**config.mk**
```make
export PLATFORM = sky130hd
export DESIGN_NAME = uop_fill_flat
export DESIGN_NICKNAME = d
export VERILOG_FILES = /design/src/rtl/uop_pkg.sv /design/src/rtl/uop_fill_if.sv /design/src/rtl/uop_fill.sv /design/src/flat_wrapper.sv
export SDC_FILE = /design/constraint.sdc
export NUM_CORES = 1
export LEC_CHECK = 0
export CORE_AREA = 2 2 102 114
export CTS_BUF_LIST = sky130_fd_sc_hd__clkbuf_8 sky130_fd_sc_hd__clkbuf_16
export DETAILED_ROUTE_END_ITERATION = 16
export DIE_AREA = 0 0 104 116
export HOLD_SLACK_MARGIN = 0.1
export PLACE_DENSITY = 0.9
export SETUP_SLACK_MARGIN = 0.3
export SYNTH_ARGS = -nofsm -noshare
export SYNTH_HDL_FRONTEND = slang
export SYNTH_SLANG_ARGS = --single-unit
```
**constraint.sdc**
```tcl
create_clock -name clk -period 3 [get_ports clk]
set_input_delay 0.6 -clock clk [delete_from_list [all_inputs] [get_ports clk]]
set_output_delay 0.6 -clock clk [all_outputs]
set_load 0.005 [all_outputs]
```
**src/rtl/uop_pkg.sv**
```systemverilog
// Shared micro-op buffer parameters, entry field offsets and the entry packing helper.
// Used by the fill (write) side and by fetch for unpacking.
package uop_pkg;
    localparam int UOP_BUF_SIZE           = 128;
    localparam int UOP_ADDR_BITS          = $clog2(UOP_BUF_SIZE);
    localparam int MAX_PREDICT_DEPTH      = 3;
    localparam int MAX_PREDICT_DEPTH_BITS = $clog2(MAX_PREDICT_DEPTH);
    localparam int UOP_BUF_WIDTH          = 64 + 2 * MAX_PREDICT_DEPTH_BITS;
    localparam int UOP_TAG2_LSB           = 64;
    localparam int UOP_TAG1_LSB           = 64 + MAX_PREDICT_DEPTH_BITS;

    localparam logic [31:0] NOP_INSTR = 32'h0000_0000;

    typedef logic [MAX_PREDICT_DEPTH_BITS-1:0] uop_tag_t;
    typedef logic [UOP_ADDR_BITS-1:0]          uop_addr_t;
    typedef logic [UOP_BUF_WIDTH-1:0]          uop_entry_t;

    // i1 is the older instruction and lands in the low slot.
    function automatic uop_entry_t uop_pack(input logic [31:0] i1, input uop_tag_t t1,
                                            input logic [31:0] i2, input uop_tag_t t2);
        return {t1, t2, i2, i1};
    endfunction
endpackage

```
**src/rtl/uop_fill_if.sv**
```systemverilog
// Instruction stream in, buffer RAM write port out, occupancy flags back to fetch.
interface uop_fill_if;
    import uop_pkg::*;

    logic        in_valid;
    logic        in_ready;
    logic [31:0] in_instr;
    uop_tag_t    in_tag;
    logic        in_last;
    uop_addr_t   rd_addr;
    logic        wr_en;
    uop_addr_t   wr_addr;
    uop_entry_t  wr_data;
    logic        full;
    logic        buf_valid;
    logic        pending;

    modport master (
        output in_valid, in_instr, in_tag, in_last, rd_addr,
        input  in_ready, wr_en, wr_addr, wr_data, full, buf_valid, pending
    );

    modport slave (
        input  in_valid, in_instr, in_tag, in_last, rd_addr,
        output in_ready, wr_en, wr_addr, wr_data, full, buf_valid, pending
    );
endinterface

```
**src/rtl/uop_fill.sv**
```systemverilog
// Packs instruction pairs into uop buffer entries written at a circular head; write strobe
// registered one cycle after the completing accept. in_ready drops only when an emit would overrun.
module uop_fill
    import uop_pkg::*;
(
    input  logic     clk,
    input  logic     reset_n,
    input  logic     clear,
    uop_fill_if.slave u
);
    localparam logic [0:0] ST_EMPTY = 1'b0;
    localparam logic [0:0] ST_HALF  = 1'b1;

    logic [0:0]  r_state;
    uop_addr_t   r_head;
    logic        r_wr_en;
    uop_addr_t   r_wr_addr;
    uop_entry_t  r_wr_data;
    logic [31:0] r_instr1;
    uop_tag_t    r_tag1;

    uop_addr_t w_head_inc;
    uop_addr_t w_committed;
    logic      w_full;
    logic      w_accept;

    // One slot stays unused so head == rd_addr always means empty.
    assign w_head_inc  = r_head + uop_addr_t'(1);
    assign w_full      = (w_head_inc == u.rd_addr);
    // The entry on the write port is not readable until the RAM captures it.
    assign w_committed = r_wr_en ? r_wr_addr : r_head;

    // A first half never writes, so it is taken even when the buffer is full.
    assign u.in_ready  = !clear && ((r_state == ST_HALF) ? !w_full : (!u.in_last || !w_full));
    assign w_accept    = u.in_valid && u.in_ready;

    assign u.full      = w_full;
    assign u.buf_valid = (w_committed != u.rd_addr);
    assign u.pending   = (r_state == ST_HALF);
    assign u.wr_en     = r_wr_en;
    assign u.wr_addr   = r_wr_addr;
    assign u.wr_data   = r_wr_data;

    always_ff @(posedge clk or negedge reset_n) begin
        if (!reset_n) begin
            r_state   <= ST_EMPTY;
            r_head    <= '0;
            r_wr_en   <= 1'b0;
            r_wr_addr <= '0;
            r_wr_data <= '0;
            r_instr1  <= '0;
            r_tag1    <= '0;
        end else if (clear) begin
            r_state <= ST_EMPTY;
            r_head  <= '0;
            r_wr_en <= 1'b0;
        end else begin
            r_wr_en <= 1'b0;
            if (w_accept) begin
                if (r_state == ST_EMPTY && !u.in_last) begin
                    r_instr1 <= u.in_instr;
                    r_tag1   <= u.in_tag;
                    r_state  <= ST_HALF;
                end else begin
                    r_wr_en   <= 1'b1;
                    r_wr_addr <= r_head;
                    r_head    <= w_head_inc;
                    r_state   <= ST_EMPTY;
                    if (r_state == ST_HALF)
                        r_wr_data <= uop_pack(r_instr1, r_tag1, u.in_instr, u.in_tag);
                    else
                        r_wr_data <= uop_pack(u.in_instr, u.in_tag, NOP_INSTR, '0);
                end
            end
        end
    end
endmodule

```
**src/flat_wrapper.sv**
```systemverilog
// flat-port wrapper written by rule: the top's interface ports become plain ports
module uop_fill_flat import uop_pkg::*;
  (clk, reset_n, clear, u_in_valid, u_in_instr, u_in_tag, u_in_last, u_rd_addr, u_in_ready, u_wr_en, u_wr_addr, u_wr_data, u_full, u_buf_valid, u_pending);
  uop_fill_if u_i ();
  input  logic clk;
  input  logic reset_n;
  input  logic clear;
  input wire logic [$bits(u_i.in_valid)-1:0] u_in_valid;
  input wire logic [$bits(u_i.in_instr)-1:0] u_in_instr;
  input wire logic [$bits(u_i.in_tag)-1:0] u_in_tag;
  input wire logic [$bits(u_i.in_last)-1:0] u_in_last;
  input wire logic [$bits(u_i.rd_addr)-1:0] u_rd_addr;
  output wire logic [$bits(u_i.in_ready)-1:0] u_in_ready;
  output wire logic [$bits(u_i.wr_en)-1:0] u_wr_en;
  output wire logic [$bits(u_i.wr_addr)-1:0] u_wr_addr;
  output wire logic [$bits(u_i.wr_data)-1:0] u_wr_data;
  output wire logic [$bits(u_i.full)-1:0] u_full;
  output wire logic [$bits(u_i.buf_valid)-1:0] u_buf_valid;
  output wire logic [$bits(u_i.pending)-1:0] u_pending;
  assign u_i.in_valid = u_in_valid;
  assign u_i.in_instr = u_in_instr;
  assign u_i.in_tag = u_in_tag;
  assign u_i.in_last = u_in_last;
  assign u_i.rd_addr = u_rd_addr;
  assign u_in_ready = u_i.in_ready;
  assign u_wr_en = u_i.wr_en;
  assign u_wr_addr = u_i.wr_addr;
  assign u_wr_data = u_i.wr_data;
  assign u_full = u_i.full;
  assign u_buf_valid = u_i.buf_valid;
  assign u_pending = u_i.pending;
  uop_fill u_core (.clk(clk), .reset_n(reset_n), .clear(clear), .u(u_i));
endmodule
```
# [Word-level counts from Yosys, hierarchy flattened]
# Cells that the tools add are included.
[classes] n_reduce_logical=11 n_bitwise=3 eq_ne=3 add_sub_neg=1 mux=12
[op_table] op="2-to-1 mux 68 bit" count=1
[op_table] op="2-to-1 mux 7 bit" count=4
[op_table] op="adder 7 x 1 -> 7 bit (second input constant)" count=1
[op_table] op="== test 7 bit" count=1
[op_table] op="2-to-1 mux 1 bit" count=7
[op_table] op="inequality test 7 bit" count=1
[op_table] op="AND reduction 3 bit" count=2
[op_table] op="logical AND 1 bit" count=3
[op_table] op="zero test 1 bit" count=3
[op_table] op="NOT 1 bit" count=3
[op_table] op="inequality test 2 bit (second input constant)" count=1
[op_table] op="AND reduction 2 bit" count=1
[op_table] op="nonzero test 2 bit" count=1
[op_table] op="logical OR 1 bit" count=1
[totals] wordCells=37 out_inout_bits=80 reg_bits=118

# [Longest topological paths before layout]
[depth] depth_word=9 mapped_depth=9 ltp_nobuf=7

# [Worst setup path before layout]
# OpenSTA, ideal clock, no wires.
[synth_path] path_kind="in2reg" startpoint="input port u_rd_addr[5]" endpoint="register u_core.r_wr_data[10], in the netlist u_core.u.wr_data[10]" path_slack_ns=0.489 t_required_ns=2.875 stages=8 t_arrival_ns=2.386 setup_time_ns=0.125 n_path_buf=2 cell_sequence="xnor2_1 > or3_4 > a2111oi_4 > a31o_1 > buf_4 > inv_4 > buf_6 > mux2_4"
[synth_between] elab_chain_len=7
[synth_lines] item="start, declared" line="flat_wrapper.sv:12" text="input wire logic [$bits(u_i.rd_addr)-1:0] u_rd_addr;"
[synth_lines] item="== test 7 bit (*)" line="uop_fill.sv:29" text="assign w_full = (w_head_inc == u.rd_addr);"
[synth_lines] item="zero test 1 bit (*)" line="uop_fill.sv:34" text="assign u.in_ready = !clear && ((r_state == ST_HALF) ? !w_full : (!u.in_last || !w_full));"
[synth_lines] item="logical OR 1 bit" line="uop_fill.sv:34"
[synth_lines] item="2-to-1 mux 1 bit (*)" line="uop_fill.sv:34"
[synth_lines] item="logical AND 1 bit (*)" line="uop_fill.sv:34"
[synth_lines] item="logical AND 1 bit (*)" line="uop_fill.sv:35" text="assign w_accept = u.in_valid && u.in_ready;"
[synth_lines] item="AND reduction 3 bit (no source line) (*)"
[synth_lines] item="end signal, assigned" line="uop_fill.sv:70" text="r_wr_data <= uop_pack(r_instr1, r_tag1, u.in_instr, u.in_tag);"
[synth_lines] item="end signal, assigned" line="uop_fill.sv:72" text="r_wr_data <= uop_pack(u.in_instr, u.in_tag, NOP_INSTR, '0);"
[synth_lines] item="end, declared" line="uop_fill.sv:18" text="uop_entry_t r_wr_data;"
# Every way passes the cells marked *; elsewhere a longest branch is shown, timed or not.
# A chain may end at the register's enable or synchronous reset.

# [Worst setup path in the final report]
[layout_path] startpoint="register u_core.r_head[1]" endpoint="output port u_in_ready"
[layout_between] elab_chain_len=6
[layout_lines] item="start, declared" line="uop_fill.sv:15" text="uop_addr_t r_head;"
[layout_lines] item="start signal, assigned" line="uop_fill.sv:67" text="r_head <= w_head_inc;"
[layout_lines] item="adder 7 x 1 -> 7 bit (*)" line="uop_fill.sv:28" text="assign w_head_inc = r_head + uop_addr_t'(1);"
[layout_lines] item="== test 7 bit (*)" line="uop_fill.sv:29"
[layout_lines] item="zero test 1 bit (*)" line="uop_fill.sv:34"
[layout_lines] item="logical OR 1 bit" line="uop_fill.sv:34"
[layout_lines] item="2-to-1 mux 1 bit (*)" line="uop_fill.sv:34"
[layout_lines] item="logical AND 1 bit (*)" line="uop_fill.sv:34"
[layout_lines] item="end, declared" line="flat_wrapper.sv:13" text="output wire logic [$bits(u_i.in_ready)-1:0] u_in_ready;"
# Marks and branches as above.

==> impl_metrics.toml <==
[status]
status = "completed"

[die]
core_sq_mm = 0.0108
io_pins = 126
dieHeight_um = 116
fp-row-count = 40
die_w_um = 104
die-area_sq_mm = 0.0121
start_util = 0.494

[cts]
clockBufferDepth = 2
numCtsBuffers = 17
clock_latency_ns = 0.40
cts_root_buf = "clkbuf_16"
cts_tree = "yes"
hold_buffers = 0
cts_sinks = 118
h-tree-depth = 4
path_clk_slew_ns = 0.05

[timing]
period_needed_ns = 2.83
setup_tns_ns = 0
relSlewSlack = 0.624
fmax_ghz = 0.354
hold_violations = 0
setup_viol = 0
rsz0062_at_grt = "yes"
worst_slew_pin_slew_ns = 0.563
finalClockSkew_ns = 0.00960
finalMaxSlewViolations = 0
period_share = 0.942

[finish]
finalInstanceArea_sq_mm = 0.00758
fin_nets = 571
num_antenna_cells = 0
drive_gt1_frac = 0.379
utilization = 0.701
stdcell_count = 682
area_delta_synth_final_pct = 42.0

[yosys]
ys_top_cells_by_area = "dfrtp_1, mux2_2, mux2_4"
post_synth_num_cell_types = 35
ys_ff_latch = 118
ys_seq_area_frac = 0.553
async_flop_share = 1.00
synth_area_per_cell_sq_um = 14.5
yosys_most_used_dff = "dfrtp_1"
netlist_instances = 369
synth-edff-count = 0
synth_top_cell_by_area = "dfrtp_1"
ys_warn_count = 0
synthTopCellsByCount = "dfrtp_1, mux2_2, a22o_1"
syn_nets = 416
synthDominantCellAreaShare = 0.553
synthesis.area_sq_mm = 0.00534
post-synth-top-count-cell = "dfrtp_1"

[global_routing]
grt_use_total = 0.215
grt_start_max_net_pins = 55
grt_pass1_wl_um = 20300
antenna_found_initial = 0
overflow = 0
first_global_vias = 3962

[detailed_routing]
routed_wl_um = 12700
first_iter_violations = 112
dr.pass1.iters = 4
vias = 3678
wl_per_cell_um = 18.6
vias_per_cell = 5.39
drtAntennaViolNets = 0
drc_errors = 0

[worst_setup_path]
arrival_ns = 2.23
crit_required_ns = 2.40
cp_max_fo = 4
end_kind = "output port"
crit_type = "reg2out"
cp-start-kind = "flip-flop"

[power]
power.density_mw_per_mm2 = 672
pwr-share-clk = 0.392
power_switching_mw = 1.17
peakVddDrop_v = 0.000388
p_leak_nw = 3.28
switching_share = 0.230
p_seq_frac = 0.401
p_int_mw = 3.92
pwr-share-comb = 0.206

[place]
dp.cells = 639
io_buffers = 125
gp_congestion = 0.879
hpwl_um = 8430
placed_cell_area_sq_mm = 0.00685

[run]
cap_violations = 0

[worst_hold_path]
min_path_type = "in2async"
-- layer usage --
metal | vias up | share of wire | track usage
li1 | 1662 | - | -
met1 | 1879 | 0.43 | 0.268
met2 | 122 | 0.52 | 0.368
met3 | 15 | 0.043 | 0.0613
met4 | 0 | 0.013 | 0.0685
met5 | - | 0 | 0
-- repair_timing --
action,in CTS,in global routing
gates resized for setup,17,8
buffers inserted,8,5
endpoints found under the setup margin,8,36
pin swaps,5,4
-- metrics by stage --
| stage | hold WS [ns] | worst slack (ns) | total power [mW] |
|---|---|---|---|
| floorplan | 0.304 | 0.489 | 2.50 |
| global placement | 0.483 | -0.223 | 3.05 |
| detailed placement | 0.490 | -0.251 | 3.10 |
| CTS | 0.185 | 0.161 | 5.14 |
| global route | 0.201 | 0.0644 | 5.31 |
| finish | 0.179 | 0.174 | 5.10 |
-- layout make-up --
cell class	count	area, sq um
clock buffers	19	453
clock inverters	11	134
fillers	746	3230
inverters	4	20.0
multi-input cells	224	2300
flip-flops and latches	118	2960
well taps	147	184
repair buffers	159	1520
-- state kept, by name, indices dropped and copies added (netlist names) --
signal and flops:
u_core.r_instr1 32, u_core.u.wr_addr 7, u_core.u.wr_data 68, u_core.u.wr_en 1
u_core.u.pending 1, u_core.r_head 7, u_core.r_tag1 2
-- cell families after synthesis --
family | synth area share
mux | 0.278
flops | 0.553
compound gates | 0.0771
simple gates | 0.0384
buf+inv | 0.0263
xor+xnor | 0.0246
fa+ha+maj | 0.00234
-- layout by cell type, fill, tap and decap left out, types with 2 or more instances in the layout --
cell type / count
mux2_2: 86
bufinv_16: 3
dfrtp_2: 6
xnor2_1: 8
buf_4: 32
dfrtp_1: 112
a31oi_1: 5
nand2b_1: 5
nor2_1: 7
nand2_1: 5
xor2_1: 6
buf_12: 2
dlygate4sd2_1: 3
nand3_1: 3
a22o_1: 34
or3b_2: 2
clkinv_2: 5
mux2_4: 29
clkinvlp_4: 2
clkbuf_16: 17
clkbuf_8: 2
nor2b_1: 6
inv_1: 3
a31o_2: 2
nand4_1: 2
mux2i_1: 6
mux2i_2: 2
clkdlybuf4s50_1: 119
-- worst max-delay path, stage by stage, from the launching register on --
cell and delay, ns:
dfrtp_2 0.39, nand4_1 0.16, or3_4 0.42, a2111oi_4 0.38, nand3_2 0.15, inv_2 0.08, buf_6 0.08, a21oi_2 0.03
buf_2 0.12
-- final timing paths --
| check | end | from | cells past startpoint | slack [ns] |
|---|---|---|---|---|
| max reg2reg | u_core.u.wr_data[67] | u_core.r_head[1] | 10 | 0.36 |
| min in group clk | u_core.r_instr1[29] | u_core.r_instr1[29] | 1 | 0.50 |
| min | u_core.r_instr1[26] | reset_n | 1 | 0.18 |
| max in group asynchronous | u_core.r_instr1[0] | reset_n | 2 | 2.08 |
| min reg2reg | u_core.r_instr1[29] | u_core.r_instr1[29] | 1 | 0.50 |
| max | u_in_ready | u_core.r_head[1] | 8 | 0.17 |
-- power by group through the flow --
stage	combinational [mW]	clock [mW]	sequential, mW
6_report	1.05	2.00	2.05
2_1_floorplan	0.459	0	2.04
4_1_cts	1.06	2.03	2.04
5_1_grt	1.12	2.11	2.08
3_3_place_gp	1.00	0	2.05
3_5_place_dp	1.04	0	2.06
No activity file was read; power rests on OpenSTA's default activity.
